`config.mk`:
```
export PLATFORM = sky130hd
export DESIGN_NAME = serial_shift_unit
export DESIGN_NICKNAME = d
export VERILOG_FILES = /design/src/rtl/shift_pkg.sv /design/src/rtl/shift_step.sv /design/src/rtl/serial_shift_unit.sv
export SDC_FILE = /design/constraint.sdc
export NUM_CORES = 1
export LEC_CHECK = 0
export CORE_MARGIN = 2
export CORE_UTILIZATION = 45
export DETAILED_ROUTE_END_ITERATION = 8
export PLACE_DENSITY = 0.88
export SYNTH_ARGS = -nofsm -noshare
export SYNTH_HDL_FRONTEND = slang
export SYNTH_SLANG_ARGS = --single-unit
export TNS_END_PERCENT = 20
```
`constraint.sdc`:
```
create_clock -name Clk -period 2 [get_ports Clk]
set_input_delay 0.4 -clock Clk [delete_from_list [all_inputs] [get_ports Clk]]
set_output_delay 0.4 -clock Clk [all_outputs]
set_load 0.03 [all_outputs]
```
`src/rtl/shift_pkg.sv`:
```
// Shared definitions for the serial shifter: op codes, FSM states, widths.
// Pure declarations, no logic and no latency.
// Imported by the step shifter and the serial_shift_unit top.
package shift_pkg;

  localparam int WIDTH_C  = 32;
  localparam int AMT_BITS = 5;

  typedef enum logic [1:0] {
    OP_SLL  = 2'b00,
    OP_SRL  = 2'b01,
    OP_SRA  = 2'b10,
    OP_ROTR = 2'b11
  } shift_op_e;

  typedef enum logic [1:0] {
    ST_IDLE  = 2'b00,
    ST_SHIFT = 2'b01,
    ST_DONE  = 2'b10
  } shift_state_e;

endpackage

```
`src/rtl/shift_step.sv`:
```
// Single-step shifter: shifts data_i by k_i positions for the given op.
// Purely combinational, zero cycles; no handshake.
// ROTR is only built with SHIFT_ROTATE_EN; otherwise op 11 acts as SRL.
module shift_step
  import shift_pkg::*;
#(
  parameter int WIDTH = 32
) (
  input  logic [WIDTH-1:0]    data_i,
  input  logic [AMT_BITS-1:0] k_i,
  input  shift_op_e           op_i,
  input  logic                fill_i,
  output logic [WIDTH-1:0]    data_o
);

  logic [WIDTH-1:0] srl_w;
  logic [WIDTH-1:0] sra_mask_w;

  assign srl_w      = data_i >> k_i;
  // Top k bits set: the positions vacated by a right shift.
  assign sra_mask_w = ~({WIDTH{1'b1}} >> k_i);

  // Select the shifted value; SRA fills with the latched sign, not data_i[31].
  always_comb begin
    data_o = srl_w;
    case (op_i)
      OP_SLL:  data_o = data_i << k_i;
      OP_SRL:  data_o = srl_w;
      OP_SRA:  data_o = fill_i ? (srl_w | sra_mask_w) : srl_w;
`ifdef SHIFT_ROTATE_EN
      OP_ROTR: data_o = srl_w | (data_i << (6'd32 - {1'b0, k_i}));
`else
      OP_ROTR: data_o = srl_w;
`endif
      default: data_o = srl_w;
    endcase
  end

endmodule

```
`src/rtl/serial_shift_unit.sv`:
```
// Multi-cycle EX-stage shifter, up to STEP_BITS positions per cycle.
// Latency: Done in the cycle after edge n + ceil(amt/STEP_BITS); amt=0 -> next cycle.
// Busy (stall) is high while shifting; Start is ignored then. Optional: SHIFT_ROTATE_EN.
module serial_shift_unit
  import shift_pkg::*;
#(
  parameter int WIDTH     = 32,
  parameter int STEP_BITS = 4
) (
  input  logic             Clk,
  input  logic             Reset,
  input  logic             Start,
  input  logic [1:0]       ShiftOp,
  input  logic [WIDTH-1:0] Data,
  input  logic [31:0]      Amount,
  output logic [WIDTH-1:0] Result,
  output logic             Busy,
  output logic             Done
);

  localparam logic [AMT_BITS-1:0] STEP_K = AMT_BITS'(STEP_BITS);

  shift_state_e        state_q, state_d;
  logic [WIDTH-1:0]    work_q;
  logic [AMT_BITS-1:0] rem_q;
  shift_op_e           op_q;
  logic                sign_q;

  logic [AMT_BITS-1:0] k_w;
  logic [AMT_BITS-1:0] rem_next_w;
  logic [WIDTH-1:0]    step_w;
  logic                accept_w;
  logic                unused_amt;

  // Only the low five bits of the shift operand matter (Amount=32 acts as 0).
  assign unused_amt = ^Amount[31:AMT_BITS];

  assign accept_w   = (state_q != ST_SHIFT) && Start;
  assign k_w        = (rem_q < STEP_K) ? rem_q : STEP_K;
  assign rem_next_w = rem_q - k_w;

  shift_step #(.WIDTH(WIDTH)) u_step (
    .data_i (work_q),
    .k_i    (k_w),
    .op_i   (op_q),
    .fill_i (sign_q),
    .data_o (step_w)
  );

  // State register; reset wins over everything, including Start.
  always_ff @(posedge Clk) begin
    if (Reset) state_q <= ST_IDLE;
    else       state_q <= state_d;
  end

  // Next-state: accept in IDLE/DONE, leave SHIFT once the count runs out.
  always_comb begin
    state_d = state_q;
    case (state_q)
      ST_IDLE, ST_DONE: begin
        if (Start) state_d = (Amount[AMT_BITS-1:0] == '0) ? ST_DONE : ST_SHIFT;
        else       state_d = ST_IDLE;
      end
      ST_SHIFT: begin
        if (rem_next_w == '0) state_d = ST_DONE;
      end
      default: state_d = ST_IDLE;
    endcase
  end

  // Status outputs decode directly from the state.
  always_comb begin
    Busy = (state_q == ST_SHIFT);
    Done = (state_q == ST_DONE);
  end

  // Datapath: load operands on accept, step while shifting, hold otherwise.
  always_ff @(posedge Clk) begin
    if (Reset) begin
      work_q <= '0;
      rem_q  <= '0;
      op_q   <= OP_SLL;
      sign_q <= 1'b0;
    end else if (accept_w) begin
      work_q <= Data;
      rem_q  <= Amount[AMT_BITS-1:0];
      op_q   <= shift_op_e'(ShiftOp);
      sign_q <= Data[WIDTH-1];
    end else if (state_q == ST_SHIFT) begin
      work_q <= step_w;
      rem_q  <= rem_next_w;
    end
  end

  assign Result = work_q;

endmodule

```
==> impl_results.md <==
* Core area at 9109 um^2
* Row Count at 35
* Reg2reg setup slack at -0.02 ns
* Global-route wire length before repair at 24250 um
* Final net count at 717
* Max_slew headroom at 66.66%
* FILL cells at 772
* Largest net degree at the start of global routing at 29
* Final WL at 15220 um
* Die H at 100.2 um
* Initial Util at 45.69%
* Die width at 100.2 um
* Status: complete, but fails checks
* Iter 0 DRT Violations at 615
* Setup-failing EPs final at 2
* Max-cap viol count at 0
* Hold Path Depth at 2
* Type of the tightest min-delay check: reg2reg
* Crit path kind: reg2reg
* Crit start category: register
* Clk network pwr share at 15.9%
* Critical R2R Launch: rem_q[3]
* Layout Area Growth over Synthesis at 39.03%
* HPWL Detailed at 10480 um
* WP data arrival at 2.21 ns
* Least-Margin Pin Slew at 0.4994 ns
* Pre-CTS setup slack at -0.09325 ns
* Number of vias per cell at 6.650
* First-pass detailed-route iteration total at 7
* Final slew viol count at 0
* Standby leakage power at 2.335 nW
* Clock sinks at 42
* Die area at 10030 um^2
* Syn_area_per_cell at 7.721 um^2
* Worst-path cell chain: buf_4 -> nor4b_4 -> buf_4 -> buf_12 -> mux2i_2 -> o221ai_1 -> nor3_1 -> o31ai_1
* Average wire per standard cell at 20.05 um
* DR DRC count at 0
* Top cell by count, worst path: buf_4
* DP Cell Count at 744
* Via count at 5047
* Tmin final at 2.018 ns
* CTS clock-pin slew for the worst setup and hold paths at 0.09 ns
* Total chip power at 3.796 mW
* Sw frac at 43.46%
* Clk_skew at 0.006185 ns
* Cell Area, Synth at 4161 um^2
* CP max-delay cell: dfxtp_2
* Failing checks: setup timing
* NetSw at 1.650 mW
* Number of flops mapped to enable cells by yosys at 0
* Total Neg Setup Slack at -0.02754 ns
* Num CTS Buffers at 5
* Ys Warns at 0
* Reg2reg path depth at 8
* Async SR Flop Fraction at 0%
* Antenna violations before repair at 0
* Clock Latency Late Sink at 0.30 ns
* Peak VDD IR at 0.4576 mV
* Worst setup margin at -0.01843 ns
* CP peak stage delay at 0.34 ns
* PortBufs at 75
* Internal power at 2.146 mW
* I/O pin total at 103
* Layout cells sized above 1 at 25.31%
* Clock root cell: clkbuf_8
* H-tree depth at 2
* Power per cell area at 656.1 nW/um^2
* Sequential share of power at 28.8%
* Antenna Nets Post-Route at 0
* CP Capture Type: register
* CP required at 2.19 ns
* Period utilization at 100.9%
* Global route overflow at 0
* TritonCTS clock tree: done
* Critical-path maximum fanout at 8
* Unique masters post-synth at 54
* Synthesized instance count at 539
* Ys flop type: dfxtp_1
* Reg2Reg Capture Point: Result[18]
* CTS max path bufs at 2
* Unrepaired setup endpoints after global routing: yes
* Logic pwr share at 55.3%
* Post-layout util at 63.52%
* Total track usage at 29.81%
* Final hold vios at 0
* Fmax at 495.4 MHz
* GP Congestion at 0.9344
* Diodes inserted at 0
* Hold wc startpoint: sign_q
* Vias in the first global route at 4893
* Register bit count reported by yosys at 42
* Post-Layout Cell Count at 759
* Hold EP: sign_q
* Post-Syn Nets at 609
* Sequential-to-total area share from yosys stat at 20.20%
==> power groups by stage <==
stage / registers, mW / logic [mW] / clock network [mW]
finish: 1.09 / 2.10 / 0.602
detailed placement: 1.10 / 1.96 / 0
global route: 1.10 / 2.23 / 0.662
floorplan: 1.20 / 1.06 / 0
CTS: 1.08 / 1.97 / 0.623
global placement: 1.09 / 1.91 / 0
==> cell usage after synthesis, drive strengths merged (2+ instances only) <==
master / n / area share (%)
o2bb2ai: 2 / 0.42
o221ai: 18 / 3.8
nand2b: 6 / 0.90
mux4: 7 / 3.8
nor4b: 2 / 1.1
o22ai: 6 / 0.90
inv: 2 / 0.18
mux2i: 77 / 19
a221oi: 13 / 3.0
clkbuf: 36 / 3.3
a21oi: 54 / 6.5
a32oi: 2 / 0.42
o21ai: 28 / 3.4
dfxtp: 42 / 20
o211ai: 6 / 1.1
a211oi: 27 / 4.9
nor2b: 8 / 1.2
o221a: 3 / 0.81
o31ai: 9 / 1.6
nor2: 21 / 2.0
a31oi: 9 / 1.4
a22oi: 2 / 0.36
or4b: 2 / 0.48
mux2: 10 / 2.7
buf: 32 / 4.0
and2: 2 / 0.30
nor3: 11 / 1.3
nand3: 11 / 1.3
nand2: 70 / 6.3
nor4: 3 / 0.45
==> routing by layer <==
layer,global-route usage [%],vias to the layer above,wire [um]
li1,-,2265,-
met1,38.57,2372,6080
met2,48.63,348,7117
met3,5.362,62,1513
met4,13.07,0,509
met5,0,-,0
==> what timing repair did <==
item                                    CTS  global route
resized for setup                        10            47
endpoints found under the setup margin   16            37
buffers inserted                          0             7
hold buffers                              0             0
pin swaps                                 1            14
gates cloned                              0             0
==> stage by stage <==
stage	area [um^2]	hold slack, ns
finish	5786	0.4969
global route	5786	0.5391
CTS	5555	0.4918
detailed placement	5450	0.4794
global placement	5450	0.4625
floorplan	4168	0.4500
==> cells in the final DEF (no fill, tap or decap), types with 7 or more instances in the layout <==
cell,synthesis,final
a211oi_1,27,22
a21oi_1,54,53
a221oi_2,2,7
a31oi_1,9,9
buf_4,2,84
clkdlybuf4s50_1,0,61
dfxtp_1,42,39
dlymetal6s2s_1,0,8
mux2_2,10,10
mux2i_1,77,69
mux2i_2,0,8
mux4_2,7,7
nand2_1,70,69
nand3_1,11,11
nor2_1,20,19
nor2b_1,8,8
nor3_1,11,10
o21ai_0,28,26
o221ai_1,18,17
o31ai_1,9,9
==> worst max-delay path, delay by kind of cell, from the launching register on <==
| family | cells | cell delay, ns |
|---|---|---|
| flip-flops | 1 | 0.34 |
| AND/OR/NAND/NOR | 2 | 0.53 |
| multiplexers | 1 | 0.26 |
| buffers and inverters | 3 | 0.50 |
| AO/OA/AOI/OAI | 2 | 0.27 |
==> cells by family (layout without fill, tap and decap cells) <==
| logic type | count (synthesis) | after routing | synth area share, % |
|---|---|---|---|
| AO/OA/AOI/OAI | 187 | 187 | 30.22 |
| XOR/XNOR | 1 | 1 | 0.2105 |
| adder cells (fa/ha/maj) | 1 | 1 | 0.3006 |
| buffers and inverters | 71 | 180 | 7.576 |
| flip-flops | 42 | 42 | 20.20 |
| multiplexers | 94 | 94 | 25.02 |
| other | 1 | 1 | 0.09011 |
| AND/OR/NAND/NOR | 142 | 142 | 16.39 |
==> area by class of cell <==
class                           instances  area, um^2  area share (%)
Timing Repair Buffer                  169        1538           26.58
Tap cell                              111       138.9           2.401
Clock buffer                            7       86.33           1.492
Sequential cell                        42       844.6           14.60
Multi-Input combinational cell        426        3158           54.58
Clock inverter                          1       5.005         0.08651
Inverter                                3       15.01          0.2595
==> worst max-delay path by stage <==
stage          startpoint         end  slack [ns]  cells after the start
2_1_floorplan    rem_q[3]  state_q[0]        0.01                     10
3_3_place_gp     rem_q[2]  Result[26]      -0.008                      8
3_5_place_dp     rem_q[2]  state_q[0]       -0.09                      9
4_1_cts          rem_q[2]   Result[6]       -0.03                      5
5_1_grt          rem_q[3]  Result[18]       -0.09                      8
6_report         rem_q[3]  Result[18]       -0.02                      8
==> registers in the layout, summed over array words and instances, names as in the netlist <==
register	count
rem_q	5
sign_q	1
op_q	2
state_q	2
Result	32
Note: power is estimated with default switching activity, not from simulation.
